**src/rtl/fe_capture_sequencer.sv**
```systemverilog
// fe_capture_sequencer: turns sampled UTMI receive activity into DATA/STAT/TIME sniff-FIFO words
// with delta timestamps, using a one-word hold register when a TIME word must go first.
module fe_capture_sequencer #(
    parameter int pTIME_SHORT_LEN = 3,
    parameter int pTIME_FULL_LEN  = 16
) (
    input  logic        fe_clk,
    input  logic        reset,
    input  logic        capture_en,
    input  logic        timestamps_en,
    input  logic [7:0]  fe_data,
    input  logic        fe_rxvalid,
    input  logic        fe_rxactive,
    input  logic        fe_rxerror,
    input  logic        fe_sessvld,
    input  logic        fe_sessend,
    input  logic        fe_vbusvld,
    input  logic        fifo_full,
    output logic        fifo_wr,
    output logic [17:0] fifo_din,
    output logic        overflow,
    output logic [15:0] data_count
);
    localparam int T = pTIME_FULL_LEN;
    localparam int SHORT_MAX = (1 << pTIME_SHORT_LEN) - 1;

    logic [T-1:0] tcount_q, tcount_d;
    logic         armed_q, armed_d;
    logic         cap_q;
    logic         hold_vld_q, hold_vld_d;
    logic [17:0]  hold_q, hold_d;
    logic         stat_pend_q, stat_pend_d;
    logic [4:0]   snap_q, snap_d;
    logic         fifo_wr_q, fifo_wr_d;
    logic [17:0]  fifo_din_q, fifo_din_d;
    logic         overflow_q, overflow_d;
    logic [15:0]  data_count_q, data_count_d, cnt_base;

    logic [4:0]   status;
    logic         cap_rise, data_ev, stat_ev, ev, long_gap, wrap, wr_req;
    logic [2:0]   short_t;
    logic [17:0]  ev_word, time_word, word;

    assign status    = {fe_vbusvld, fe_sessend, fe_sessvld, fe_rxerror, fe_rxactive};
    assign cap_rise  = capture_en & ~cap_q;
    assign data_ev   = capture_en & fe_rxvalid;
    // STAT waits behind the hold register and behind any byte on the same cycle
    assign stat_ev   = capture_en & stat_pend_q & ~hold_vld_q & ~fe_rxvalid;
    assign ev        = data_ev | stat_ev;
    assign long_gap  = timestamps_en & (tcount_q > T'(SHORT_MAX));
    assign short_t   = (timestamps_en & ~long_gap) ? 3'(tcount_q) : 3'd0;
    assign wrap      = timestamps_en & ~hold_vld_q & ~ev & (&tcount_q);
    assign ev_word   = data_ev ? {2'b00, fe_data, 5'd0, short_t} : {2'b01, 8'd0, status, short_t};
    assign time_word = {2'b10, 16'(tcount_q)};
    assign wr_req    = hold_vld_q | ev | wrap;
    assign word      = hold_vld_q ? hold_q : (ev & ~long_gap) ? ev_word : time_word;

    assign hold_vld_d  = hold_vld_q ? data_ev : (ev & long_gap);
    assign hold_d      = (hold_vld_q ? data_ev : (ev & long_gap)) ? ev_word : hold_q;
    // The wrap cycle itself is the first idle cycle of the next TIME span, hence restart at 1
    assign tcount_d    = (~capture_en | ~timestamps_en | ev) ? '0
                       : wrap    ? T'(1)
                       : armed_q ? tcount_q + T'(1) : tcount_q;
    assign armed_d     = capture_en & (armed_q | ev);
    assign stat_pend_d = capture_en & ~stat_ev & (stat_pend_q | (~cap_rise & (status != snap_q)));
    assign snap_d      = (cap_rise | stat_ev) ? status : snap_q;

    assign fifo_wr_d    = wr_req & ~fifo_full;
    assign fifo_din_d   = fifo_wr_d ? word : fifo_din_q;
    assign overflow_d   = (overflow_q & ~cap_rise) | (wr_req & fifo_full);
    assign cnt_base     = cap_rise ? 16'd0 : data_count_q;
    assign data_count_d = (fifo_wr_d & (word[17:16] == 2'b00) & ~(&cnt_base)) ? cnt_base + 16'd1 : cnt_base;

    always_ff @(posedge fe_clk) begin
        if (reset) begin
            tcount_q     <= '0;
            armed_q      <= 1'b0;
            cap_q        <= 1'b0;
            hold_vld_q   <= 1'b0;
            hold_q       <= '0;
            stat_pend_q  <= 1'b0;
            snap_q       <= '0;
            fifo_wr_q    <= 1'b0;
            fifo_din_q   <= '0;
            overflow_q   <= 1'b0;
            data_count_q <= '0;
        end else begin
            tcount_q     <= tcount_d;
            armed_q      <= armed_d;
            cap_q        <= capture_en;
            hold_vld_q   <= hold_vld_d;
            hold_q       <= hold_d;
            stat_pend_q  <= stat_pend_d;
            snap_q       <= snap_d;
            fifo_wr_q    <= fifo_wr_d;
            fifo_din_q   <= fifo_din_d;
            overflow_q   <= overflow_d;
            data_count_q <= data_count_d;
        end
    end

    assign fifo_wr    = fifo_wr_q;
    assign fifo_din   = fifo_din_q;
    assign overflow   = overflow_q;
    assign data_count = data_count_q;
endmodule

```
**config.mk**
```make
export PLATFORM = sky130hd
export DESIGN_NAME = fe_capture_sequencer
export DESIGN_NICKNAME = d
export VERILOG_FILES = /design/src/rtl/fe_capture_sequencer.sv
export SDC_FILE = /design/constraint.sdc
export NUM_CORES = 1
export LEC_CHECK = 0
export BUFFER_PORTS_ARGS = -buffer_cell sky130_fd_sc_hd__buf_2
export CAP_MARGIN = 10
export CORE_ASPECT_RATIO = 1.5
export CORE_MARGIN = 3
export CORE_UTILIZATION = 62
export CTS_CLUSTER_SIZE = 8
export DETAILED_ROUTE_END_ITERATION = 8
export GPL_TIMING_DRIVEN = 0
export HOLD_SLACK_MARGIN = 0.03
export PLACE_DENSITY_LB_ADDON = 0.1
export SLEW_MARGIN = 15
export SYNTH_ARGS = -nofsm -noshare
export SYNTH_HDL_FRONTEND = slang
export SYNTH_SLANG_ARGS = --single-unit
export TNS_END_PERCENT = 100
```
**constraint.sdc**
```tcl
create_clock -name fe_clk -period 6.79 [get_ports fe_clk]
set_input_delay 1.0185 -clock fe_clk [delete_from_list [all_inputs] [get_ports fe_clk]]
set_output_delay 1.0185 -clock fe_clk [all_outputs]
set_load 0.05 [all_outputs]
```
==> metrics.md <==
| Metric | Value |
|---|---|
| Result of the run | finished clean |
| Setup skew after layout | 0.0145 ns |
| Max H-tree Level | 3 |
| Part of the Yosys area used for sequential elements | 40.2% |
| Startpoint type of the worst setup path | input port |
| Compound-gate portion of the synthesized area | 16.8% |
| Clock transition at the registers of the reported paths | 0.08 ns |
| Power density normalized to cell area | 202 nW/um^2 |
| Violation count after the first detailed-routing iteration | 261 |
| Post-route setup TNS | 0 ns |
| Hold Path Origin | hold_q[0] |
| Crit path largest cell delay | 0.71 ns |
| Static leakage | 0.00169 uW |
| Last weighted congestion value of the routability-driven placer | 1.04 |
| Overflow left after global routing | 0 |
| Reg-to-reg critical path startpoint | cap_q |
| Sink Count | 78 |
| Tightest Pin Transition | 0.883 ns |
| Combinational family with the most area after synthesis | simple AND/OR/NAND/NOR gates |
| Most prevalent standard cell on the critical path | clkbuf_1 |
| Achievable Freq | 235 MHz |
| Most common cell after layout, fill and taps aside | dfxtp_1 |
| Root buf cell | clkbuf_8 |
| Number of global-route vias before repair | 3742 |
| Worst path required time | 7.03 ns |
| # diodes | 0 |
| Post-synthesis share of cell area spent on full adders, half adders and majority gates | 0.645% |
| Number of setup buffers added after CTS | 0 |
| Placed cell count | 592 |
| Count of unique library cells instantiated by Yosys | 52 |
| I/O Buffers | 51 |
| Data arrival time at the worst-slack endpoint | 4.51 ns |
| Final Core Density | 74.7% |
| Buf+Inv Stages, Crit Path | 3 |
| Post-layout total power | 894 uW |
| Simple-gate share of the synthesized area | 28.3% |
| Routed wire length | 10.8 mm |
| Setup crit start | capture_en |
| Worst Path Class, Setup | input port to flip-flop |
| Flop2flop setup slack | 3.03 ns |
| Std-Cell Core Area | 5910 sq um |
| Filler Cells Inserted | 460 |
| Clock insertion delay at the later pin of the skew report | 0.36 ns |
| Post-synthesis instance total | 469 |
| Non-filler instance count after layout | 608 |
| Largest delay share family, worst path | simple AND/OR/NAND/NOR gates |
| Effective utilization at floorplan | 65.6% |
| Share of cells above drive strength 1 | 14.9% |
| Async SR Flop Fraction | 0% |
| Capturing element type of the critical path | flip-flop |
| Post-synthesis sequential element count | 78 |
| Final hold viol count | 0 |
| Post-synth EDFFs | 0 |
| Critical path, cell by cell | clkbuf_1 > nand2b_1 > clkbuf_1 > clkbuf_1 > and2_1 > ha_1 > nand2_1 > or4_1 > nor3_1 > nor4b_2 > mux2_1 |
| Fraction of post-synthesis cell area in the top cell type by area | 40.2% |
| Clock Tree Buf Depth | 2 |
| Total routing usage reported by global routing | 30.1% |
| Cts repair resizes | 0 |
| Net count reported at finish | 552 |
| Drt pass-1 iters | 5 |
| Avg Inst Size Synth | 8.27 sq um |
| Die Wd | 70.6 microns |
| Shortest clock period the worst path allows after layout | 4.26 ns |
| Number of clock buffers inserted by TritonCTS | 9 |
| Detailed Place HPWL | 7.88 mm |
| Number of vias per cell after detailed routing | 6.42 |
| Relative max-transition margin | 40.7% |
| WL per Instance | 17.7 microns |
| Hold WC Path Type | flip-flop to flip-flop |
| Most frequent cells in the layout | 78 x dfxtp_1, 54 x nand2_1, 54 x nor2_1 |
| Share of the cycle needed by the critical path after routing | 62.8% |
| Post-Synthesis Cell Area | 3880 sq um |
| Highest ir drop seen on vdd | 0.000131 V |
| Cell type with the highest aggregate area in the netlist | dfxtp_1 |
| Pin count of the biggest net entering global routing | 14 |
| Global-route wire length before repair | 17.3 mm |
| Core Rows | 34 |
| Cell types occupying the most area after synthesis | dfxtp_1 40%, nand2_1 5.2%, nor2_1 5.2% |
| Final number of max-transition violations | 0 |
| Setup repair after global routing missed its margin | no |
| Highest fanout seen on the critical path | 10 |
| CTS tree | yes |
| Remaining number of nets flagged by the antenna check after routing | 0 |
| Vias after detailed routing | 3903 |
| CP max-delay cell | nor3_1 |
| Number of max-capacitance violations reported | 0 |
| Post-synthesis net count | 490 |
| Share of the synthesized netlist area taken by xor and xnor gates | 4.51% |
| Count of unresolved DRC violations after routing | 0 |
| Post-synthesis to final-layout area growth | 13.8% |
| # setup viols final | 0 |
| Synth Flop Type | dfxtp_1 |
| Multiplexer share of the synthesized area | 5.90% |
| Die area | 7260 sq um |
| I/O Pins | 55 |
| Height of the chip | 103 microns |
| Synth Warn # | 0 |
| Initial antenna violation count | 0 |
| Number of hold-repair buffers added at the cts stage | 0 |
area by class of cell:
class / instances / area [sq um] / area share, %
Clock inverter: 5 / 60.1 / 1.36
Timing Repair Buffer: 51 / 255 / 5.78
Inverter: 6 / 22.5 / 0.510
Clock buffer: 11 / 131 / 2.97
Tap cell: 72 / 90.1 / 2.04
Sequential cell: 78 / 1560 / 35.4
Multi-Input combinational cell: 354 / 2180 / 49.3
Buffer: 31 / 118 / 2.66
tightest hold or removal path, delay by kind of cell, from the launching register on:
family          cells  cell delay, ns
simple gates        1            0.05
compound gates      1            0.05
flops               1            0.31
metal layers:
| layer | global-route usage (%) | share of wire, % | up-vias |
|---|---|---|---|
| met2 | 55.6 | 53 | 184 |
| met1 | 32.0 | 37 | 1846 |
| met3 | 4.68 | 6.1 | 43 |
| met4 | 18.2 | 4.2 | 0 |
| li1 | - | - | 1830 |
| met5 | 0 | 0 | - |
registers in the layout, indices dropped and copies added (netlist names), 5 cells and up:
signal and count:
fifo_din 18, hold_q 17, snap_q 5, tcount_q 16
data_count 16
cells in the mapped netlist, types with 3 or more instances:
| cell type | number |
|---|---|
| nand2b_1 | 4 |
| nor3_1 | 11 |
| nand4_1 | 12 |
| a21oi_1 | 28 |
| nand2_1 | 54 |
| xnor2_1 | 7 |
| nor4_1 | 10 |
| or4_1 | 3 |
| inv_1 | 5 |
| o41ai_1 | 9 |
| a211o_1 | 3 |
| nor2_1 | 54 |
| a311oi_1 | 4 |
| o211ai_1 | 3 |
| clkbuf_1 | 28 |
| and3_1 | 4 |
| and2_1 | 6 |
| or3_1 | 10 |
| nor3b_1 | 3 |
| xor2_1 | 13 |
| dfxtp_1 | 78 |
| nand3b_1 | 10 |
| a32oi_1 | 8 |
| mux2i_1 | 15 |
| mux2_2 | 6 |
| nor2b_1 | 3 |
| o21a_1 | 3 |
| and4_1 | 5 |
| o21ai_0 | 16 |
| nand3_1 | 22 |
report_power, final:
group          internal (uW)  switching, uW  total [uW]  leakage [uW]
clock                    171            175         346     0.0000935
combinational           24.0           57.4        81.4      0.000964
sequential               463           3.65         466      0.000630
logic make-up after synthesis:
| family | after synthesis |
|---|---|
| AO/OA/AOI/OAI | 93 |
| XOR/XNOR | 20 |
| multiplexers | 22 |
| buffers and inverters | 37 |
| AND/OR/NAND/NOR | 217 |
| flip-flops | 78 |
| adder cells (fa/ha/maj) | 2 |
final timing paths:
path / to / cells after the start
min: hold_q[0] / 2
max: data_count[8] / 11
max reg2reg: data_count[8] / 10
min reg2reg: hold_q[0] / 2
stage by stage:
| stage | area (sq um) | hold slack [ns] | worst slack (ns) |
|---|---|---|---|
| 6_report | 4420 | 0.457 | 2.53 |
| 5_1_grt | 4420 | 0.479 | 2.29 |
| 4_1_cts | 4420 | 0.457 | 2.61 |
| 3_5_place_dp | 4230 | 0.445 | 2.24 |
| 3_3_place_gp | 4230 | 0.439 | 2.33 |
| 2_1_floorplan | 3880 | 0.432 | 3.06 |
Note: power is estimated with default switching activity, not from simulation.
